==> config.mk <==
export PLATFORM = sky130hd
export DESIGN_NAME = timer_sched
export DESIGN_NICKNAME = d
export VERILOG_FILES = /design/src/rtl/timer_sched_pkg.sv /design/src/rtl/timer_sched_rr_arbiter.sv /design/src/rtl/timer_sched.sv
export SDC_FILE = /design/constraint.sdc
export NUM_CORES = 1
export LEC_CHECK = 0
export CAP_MARGIN = 15
export CORE_MARGIN = 2
export CORE_UTILIZATION = 35
export CTS_CLUSTER_SIZE = 24
export DETAILED_ROUTE_END_ITERATION = 12
export GPL_TIMING_DRIVEN = 0
export PLACE_DENSITY_LB_ADDON = 0.12
export SYNTH_ARGS = -nofsm -noshare
export SYNTH_HDL_FRONTEND = slang
export SYNTH_SLANG_ARGS = --single-unit
==> constraint.sdc <==
create_clock -name clk -period 7.2 [get_ports clk]
set_clock_uncertainty 0.1 [all_clocks]
set_input_delay 1.08 -clock clk [delete_from_list [all_inputs] [get_ports clk]]
set_output_delay 1.08 -clock clk [all_outputs]
set_load 0.05 [all_outputs]
==> src/rtl/timer_sched_pkg.sv <==
// Shared definitions for the timer scheduler:
// timer register map, control bits and FSM states.
package timer_sched_pkg;

    localparam logic [1:0] TMR_CNT  = 2'd0;
    localparam logic [1:0] TMR_CTRL = 2'd2;
    localparam logic [1:0] TMR_PER  = 2'd3;

    localparam int CTRL_EN_BIT = 7;

    typedef enum logic [3:0] {
        IDLE,
        GRANT,
        WR_PER,
        WR_CNT,
        WR_EN,
        WAIT,
        STOP,
        DONE,
        ABORT
    } state_t;

endpackage

==> src/rtl/timer_sched_rr_arbiter.sv <==
// Combinational round-robin pick: first asserted
// request at or above ptr, wrapping around.
module timer_sched_rr_arbiter
    import timer_sched_pkg::*;
#(
    parameter int NREQ = 4,
    parameter int IW   = 2
) (
    input  logic [NREQ-1:0] req,
    input  logic [IW-1:0]   ptr,
    output logic [NREQ-1:0] gnt_oh,
    output logic [IW-1:0]   gnt_idx,
    output logic            vld
);

    // Walk offsets from farthest to nearest so the nearest hit wins.
    always_comb begin
        int j;
        logic [IW-1:0] j_idx;
        j       = 0;
        j_idx   = '0;
        gnt_oh  = '0;
        gnt_idx = '0;
        vld     = 1'b0;
        for (int k = NREQ - 1; k >= 0; k--) begin
            j = int'(ptr) + k;
            if (j >= NREQ) j = j - NREQ;
            j_idx = IW'(j);
            if (req[j_idx]) begin
                gnt_oh        = '0;
                gnt_oh[j_idx] = 1'b1;
                gnt_idx       = j_idx;
                vld           = 1'b1;
            end
        end
    end

endmodule

==> src/rtl/timer_sched.sv <==
// Round-robin scheduler of one-shot delays on the
// shared timer; all outputs are registered.
module timer_sched
    import timer_sched_pkg::*;
#(
    parameter int NREQ = 4,
    parameter int CW   = 8
) (
    input  logic             clk,
    input  logic             rst_n,
    input  logic [NREQ-1:0]  req,
    input  logic [NREQ*CW-1:0] req_delay,
    input  logic             abort,
    output logic [NREQ-1:0]  gnt,
    output logic [NREQ-1:0]  done,
    output logic             aborted,
    output logic             busy,
    output logic             tmr_wr_en,
    output logic [1:0]       tmr_wr_addr,
    output logic [CW-1:0]    tmr_wr_data,
    input  logic             tmr_match
);

    localparam int IW = $clog2(NREQ);

    state_t state_q, state_d;
    logic [IW-1:0]   ptr_q, ptr_d;
    logic [IW-1:0]   owner_q, owner_d;
    logic [CW-1:0]   delay_q, delay_d;
    logic [NREQ-1:0] gnt_q, gnt_d;
    logic [NREQ-1:0] done_q, done_d;
    logic            aborted_q, aborted_d;
    logic            busy_q, busy_d;
    logic            wr_en_q, wr_en_d;
    logic [1:0]      wr_addr_q, wr_addr_d;
    logic [CW-1:0]   wr_data_q, wr_data_d;

    logic [NREQ-1:0] pick_oh;
    logic [IW-1:0]   pick_idx;
    logic            pick_vld;
    logic [CW-1:0]   pick_delay;

    timer_sched_rr_arbiter #(
        .NREQ (NREQ),
        .IW   (IW)
    ) u_arb (
        .req     (req),
        .ptr     (ptr_q),
        .gnt_oh  (pick_oh),
        .gnt_idx (pick_idx),
        .vld     (pick_vld)
    );

    // Select the delay slice of the requester being picked.
    always_comb begin
        pick_delay = '0;
        for (int i = 0; i < NREQ; i++) begin
            if (pick_idx == IW'(i)) pick_delay = req_delay[i*CW +: CW];
        end
    end

    // Next state plus the registered outputs of the current state.
    always_comb begin
        state_d   = state_q;
        ptr_d     = ptr_q;
        owner_d   = owner_q;
        delay_d   = delay_q;
        gnt_d     = '0;
        done_d    = '0;
        aborted_d = 1'b0;
        wr_en_d   = 1'b0;
        wr_addr_d = '0;
        wr_data_d = '0;
        unique case (state_q)
            IDLE: begin
                if (|req) state_d = GRANT;
            end
            GRANT: begin
                if (pick_vld) begin
                    gnt_d   = pick_oh;
                    owner_d = pick_idx;
                    delay_d = pick_delay;
                    if (pick_idx == IW'(NREQ - 1)) ptr_d = '0;
                    else ptr_d = pick_idx + IW'(1);
                    state_d = (pick_delay == '0) ? DONE : WR_PER;
                end else begin
                    state_d = IDLE;
                end
            end
            WR_PER: begin
                wr_en_d   = 1'b1;
                wr_addr_d = TMR_PER;
                wr_data_d = delay_q;
                state_d   = abort ? ABORT : WR_CNT;
            end
            WR_CNT: begin
                wr_en_d   = 1'b1;
                wr_addr_d = TMR_CNT;
                wr_data_d = '0;
                state_d   = abort ? ABORT : WR_EN;
            end
            WR_EN: begin
                wr_en_d   = 1'b1;
                wr_addr_d = TMR_CTRL;
                wr_data_d = CW'(1 << CTRL_EN_BIT);
                state_d   = abort ? ABORT : WAIT;
            end
            WAIT: begin
                if (abort) state_d = ABORT;
                else if (tmr_match) state_d = STOP;
            end
            STOP: begin
                wr_en_d   = 1'b1;
                wr_addr_d = TMR_CTRL;
                wr_data_d = '0;
                state_d   = DONE;
            end
            DONE: begin
                done_d[owner_q] = 1'b1;
                state_d         = IDLE;
            end
            ABORT: begin
                wr_en_d   = 1'b1;
                wr_addr_d = TMR_CTRL;
                wr_data_d = '0;
                aborted_d = 1'b1;
                state_d   = IDLE;
            end
            default: begin
                state_d = IDLE;
            end
        endcase
        busy_d = (state_d != IDLE);
    end

    // State, arbitration context and output registers.
    always_ff @(posedge clk or negedge rst_n) begin
        if (!rst_n) begin
            state_q   <= IDLE;
            ptr_q     <= '0;
            owner_q   <= '0;
            delay_q   <= '0;
            gnt_q     <= '0;
            done_q    <= '0;
            aborted_q <= 1'b0;
            busy_q    <= 1'b0;
            wr_en_q   <= 1'b0;
            wr_addr_q <= '0;
            wr_data_q <= '0;
        end else begin
            state_q   <= state_d;
            ptr_q     <= ptr_d;
            owner_q   <= owner_d;
            delay_q   <= delay_d;
            gnt_q     <= gnt_d;
            done_q    <= done_d;
            aborted_q <= aborted_d;
            busy_q    <= busy_d;
            wr_en_q   <= wr_en_d;
            wr_addr_q <= wr_addr_d;
            wr_data_q <= wr_data_d;
        end
    end

    assign gnt         = gnt_q;
    assign done        = done_q;
    assign aborted     = aborted_q;
    assign busy        = busy_q;
    assign tmr_wr_en   = wr_en_q;
    assign tmr_wr_addr = wr_addr_q;
    assign tmr_wr_data = wr_data_q;

endmodule
==> key figures <==
Synthesis
  • Syn Inst Count: between 200 and 250
  • Synth top cells by count: dfrtp_1 (37), nand2_1 (34), o21ai_0 (15), ha_1 (12), nor2_1 (12)
  • Post-synth top area cell: dfrtp_1
  • Post-synth ARST share: 100%
  • Yosys top cell area share: approximately two fifths
  • Top post-synthesis cells by area: dfrtp_1 (41%), ha_1 (6.6%), nand2_1 (5.6%), o21ai_0 (3.3%), and3_1 (3.0%)
  • #FFs+latches synth: 37
  • Sequential area share after synthesis: 40.5%
  • Cell Area, Synth: 0.00228 mm²
  • Syn Area/Cell: ~9.5 µm²
  • Ys flop type: dfrtp_1
  • Syn nets: just under 300
  • Yosys cell types: 50
  • Most frequent cell after synthesis: dfrtp_1
  • Synth warnings: 0
  • Post-synth EDFFs: 0

Drt
  • Initial DRT Pass Iterations: 4
  • Routed WL: 5.33 mm
  • Total number of vias: around 2000
  • Antenna-violating nets left: 0
  • Initial drt markers: 76
  • Routed len/inst: roughly 14 µm
  • DRC errors left: 0
  • Vias/cell: slightly above 5

Finish
  • Area Growth Syn to Fin: 35.5%
  • Layout Nets: 359
  • Filler Cell Count: 620
  • Diodes inserted: 0
  • Layout cell share with drive strength beyond 1: between 8 and 9%

Timing
  • Fmax: 239 MHz
  • RSZ-0062 raised after global routing: no
  • Final min period: around 4200 ps
  • Setup Viol. Count Final: 0
  • Tcrit/Tclk final: between 50% and 60%
  • Fin. Hold Viols: 0
  • Slew margin rel.: roughly 47%
  • Final Max Slew Viols: 0
  • Setup TNS: 0 ps
  • Worst slew pin tran: approximately 790 ps

Run
  • Number of max-cap violations: 0

Critical path
  • Kind of critical path: input port to flop
  • Worst r2r src: ptr_q[1]
  • Crit path capture type: flop
  • Critical path launch point type: input port
  • Internal reg-to-reg setup slack: around 3300 ps
  • Critical Path RT: approximately 7300 ps
  • Critical path buffers and inverters: 3
  • Critical path's largest stage delay: 610 ps
  • Slowest CP cell: mux4_2
  • R2r worst-path depth: 14
  • Reg2reg end: state_q[2]
  • Crit Path Max Fanout: 10
  • Crit path DAT: between 4000 and 5000 ps
  • Worst path top cell family by delay: buffers and inverters
  • Crit path cell chain: clkdlybuf4s50_1, mux4_2, nor2b_4, a21oi_2, a21oi_4, ha_1, clkbuf_1, buf_2, a221oi_1, a2111oi_0, nand4_1, o21ai_0

Global route
  • Antenna violations before repair: 0
  • Tot GR Track Use: about 16%
  • First-pass GRT wire length: 9.06 mm
  • Grt ovf: 0
  • Largest net degree at the start of global routing: 38
  • Vias in the first global route: between 1500 and 2000

Clock network
  • CTS buffer count: 5
  • CTS root buffer: clkbuf_8
  • Htree depth: 2
  • Setup bufs post-CTS: 0
  • CTS tree: done
  • CTS max path bufs: 2
  • Post-cts gate resize count: 0
  • # clock sinks: 37
  • Worst-Skew Late Latency: around 290 ps
  • Hold-fix buffers at CTS: 0
  • Clk slew on worst S/H paths: approximately 70 ps

Place
  • DP HPWL: around 4.0 mm
  • RD Place Congestion: slightly above 0.8
  • PortBufs: 60

Floorplanning
  • Die Area: around 0.0072 mm²
  • Row count: 29
  • Horiz. Die Dim: around 85 µm
  • Core area: 0.00631 mm²
  • Die Height: 84.8 µm
  • Starting Density: between 30% and 40%
  • I/O pin count: around 60

Power
  • Power density cells: ~460 mW/mm²
  • Lkg Pwr: about 1.4 nW
  • Power Total: 0.00144 W
  • Max IR drop VDD: around 0.00023 V

Status
  • Status: finished, final reports clean

Min path
  • Hold EP: delay_q[5]
  • HP Start: delay_q[5]
  • Hold Crit Class: flop to flop
  • Hold Path Depth: 2
-- layout by cell type, fill, tap and decap left out, types with 3 or more instances in the layout --
master	n
o211ai_1	3
nor2_1	12
o21ai_0	15
ha_1	12
nor4_1	6
nand3b_1	5
o41ai_1	3
dfrtp_1	37
buf_2	5
a21oi_1	11
mux2i_1	5
nor2b_1	7
clkdlybuf4s50_1	59
nor3_1	3
nand2b_1	3
and3_1	11
a221oi_1	6
nand2_1	34
clkbuf_8	6
a211oi_1	4
clkbuf_1	7
o2bb2ai_1	4
nor3b_1	4
inv_1	10
nand3_1	3
-- report_power, final --
group          internal, W  total (W)  switching, W
combinational     0.000377   0.000929      0.000552
clock             0.000113   0.000185     0.0000725
sequential        0.000283   0.000321     0.0000387
total             0.000772    0.00144      0.000663
-- sequential cells by signal, summed over array words and instances, names as in the netlist --
register,count
tmr_wr_en,1
done,4
gnt,4
state_q,4
tmr_wr_addr,2
aborted,1
owner_q,2
tmr_wr_data,8
ptr_q,2
delay_q,8
busy,1
-- logic make-up after synthesis --
logic type | count (synthesis) | share of synthesized area [%]
adder cells (fa/ha/maj) | 12 | 6.57
AO/OA/AOI/OAI | 60 | 18.6
XOR/XNOR | 1 | 0.383
flip-flops | 37 | 40.5
buffers and inverters | 24 | 5.92
AND/OR/NAND/NOR | 95 | 21.7
multiplexers | 11 | 6.30
-- cell type report --
cell class,instances,area (µm²),share of cell area (%)
Timing Repair Buffer,60,596,19.2
Tap cell,77,96.3,3.11
Inverter,10,37.5,1.21
Clock inverter,2,37.5,1.21
Buffer,14,97.6,3.15
Clock buffer,6,82.6,2.67
Sequential cell,37,926,29.9
Multi-Input combinational cell,179,1220,39.5
-- per-layer routing --
metal	vias up	track usage [%]	routed length, µm
li1	1000	-	-
met1	925	22.1	2550
met2	66	24.4	2370
met3	5	2.56	335
met4	0	5.63	82
met5	-	0	0
-- metrics by stage --
stage | setup WS, ps | hold slack [ps] | instances | util (%) | cell area [µm²]
global placement | 2770 | 360 | 377 | 47.2 | 2980
detailed placement | 2740 | 365 | 377 | 47.1 | 2980
finish | 3010 | 375 | 385 | 49.0 | 3100
CTS | 3040 | 383 | 385 | 49.0 | 3100
floorplan | 3790 | 335 | 240 | - | 2280
global route | 2740 | 403 | 385 | 49.0 | 3100
-- how the worst max path moves through the flow --
stage                start         end  slack, ps  cells after the start
global placement    req[1]  state_q[2]       2770                     12
finish              req[1]  state_q[2]       3010                     12
floorplan           req[1]  state_q[2]       3790                     11
global route        req[1]  state_q[2]       2740                     12
CTS                 req[1]  state_q[2]       3040                     12
detailed placement  req[1]  state_q[2]       2740                     12
-- worst reg2reg max path, stage by stage, from the launching register on --
cell and delay [ps]:
dfrtp_1 430, bufbuf_16 300, inv_1 80, ha_1 420
mux2i_1 260, nand2_1 100, or2_2 300, a21oi_4 210
ha_1 170, clkbuf_1 300, buf_2 300, a221oi_1 120
a2111oi_0 430, nand4_1 190, o21ai_0 110
Note: power is estimated with default switching activity, not from simulation.
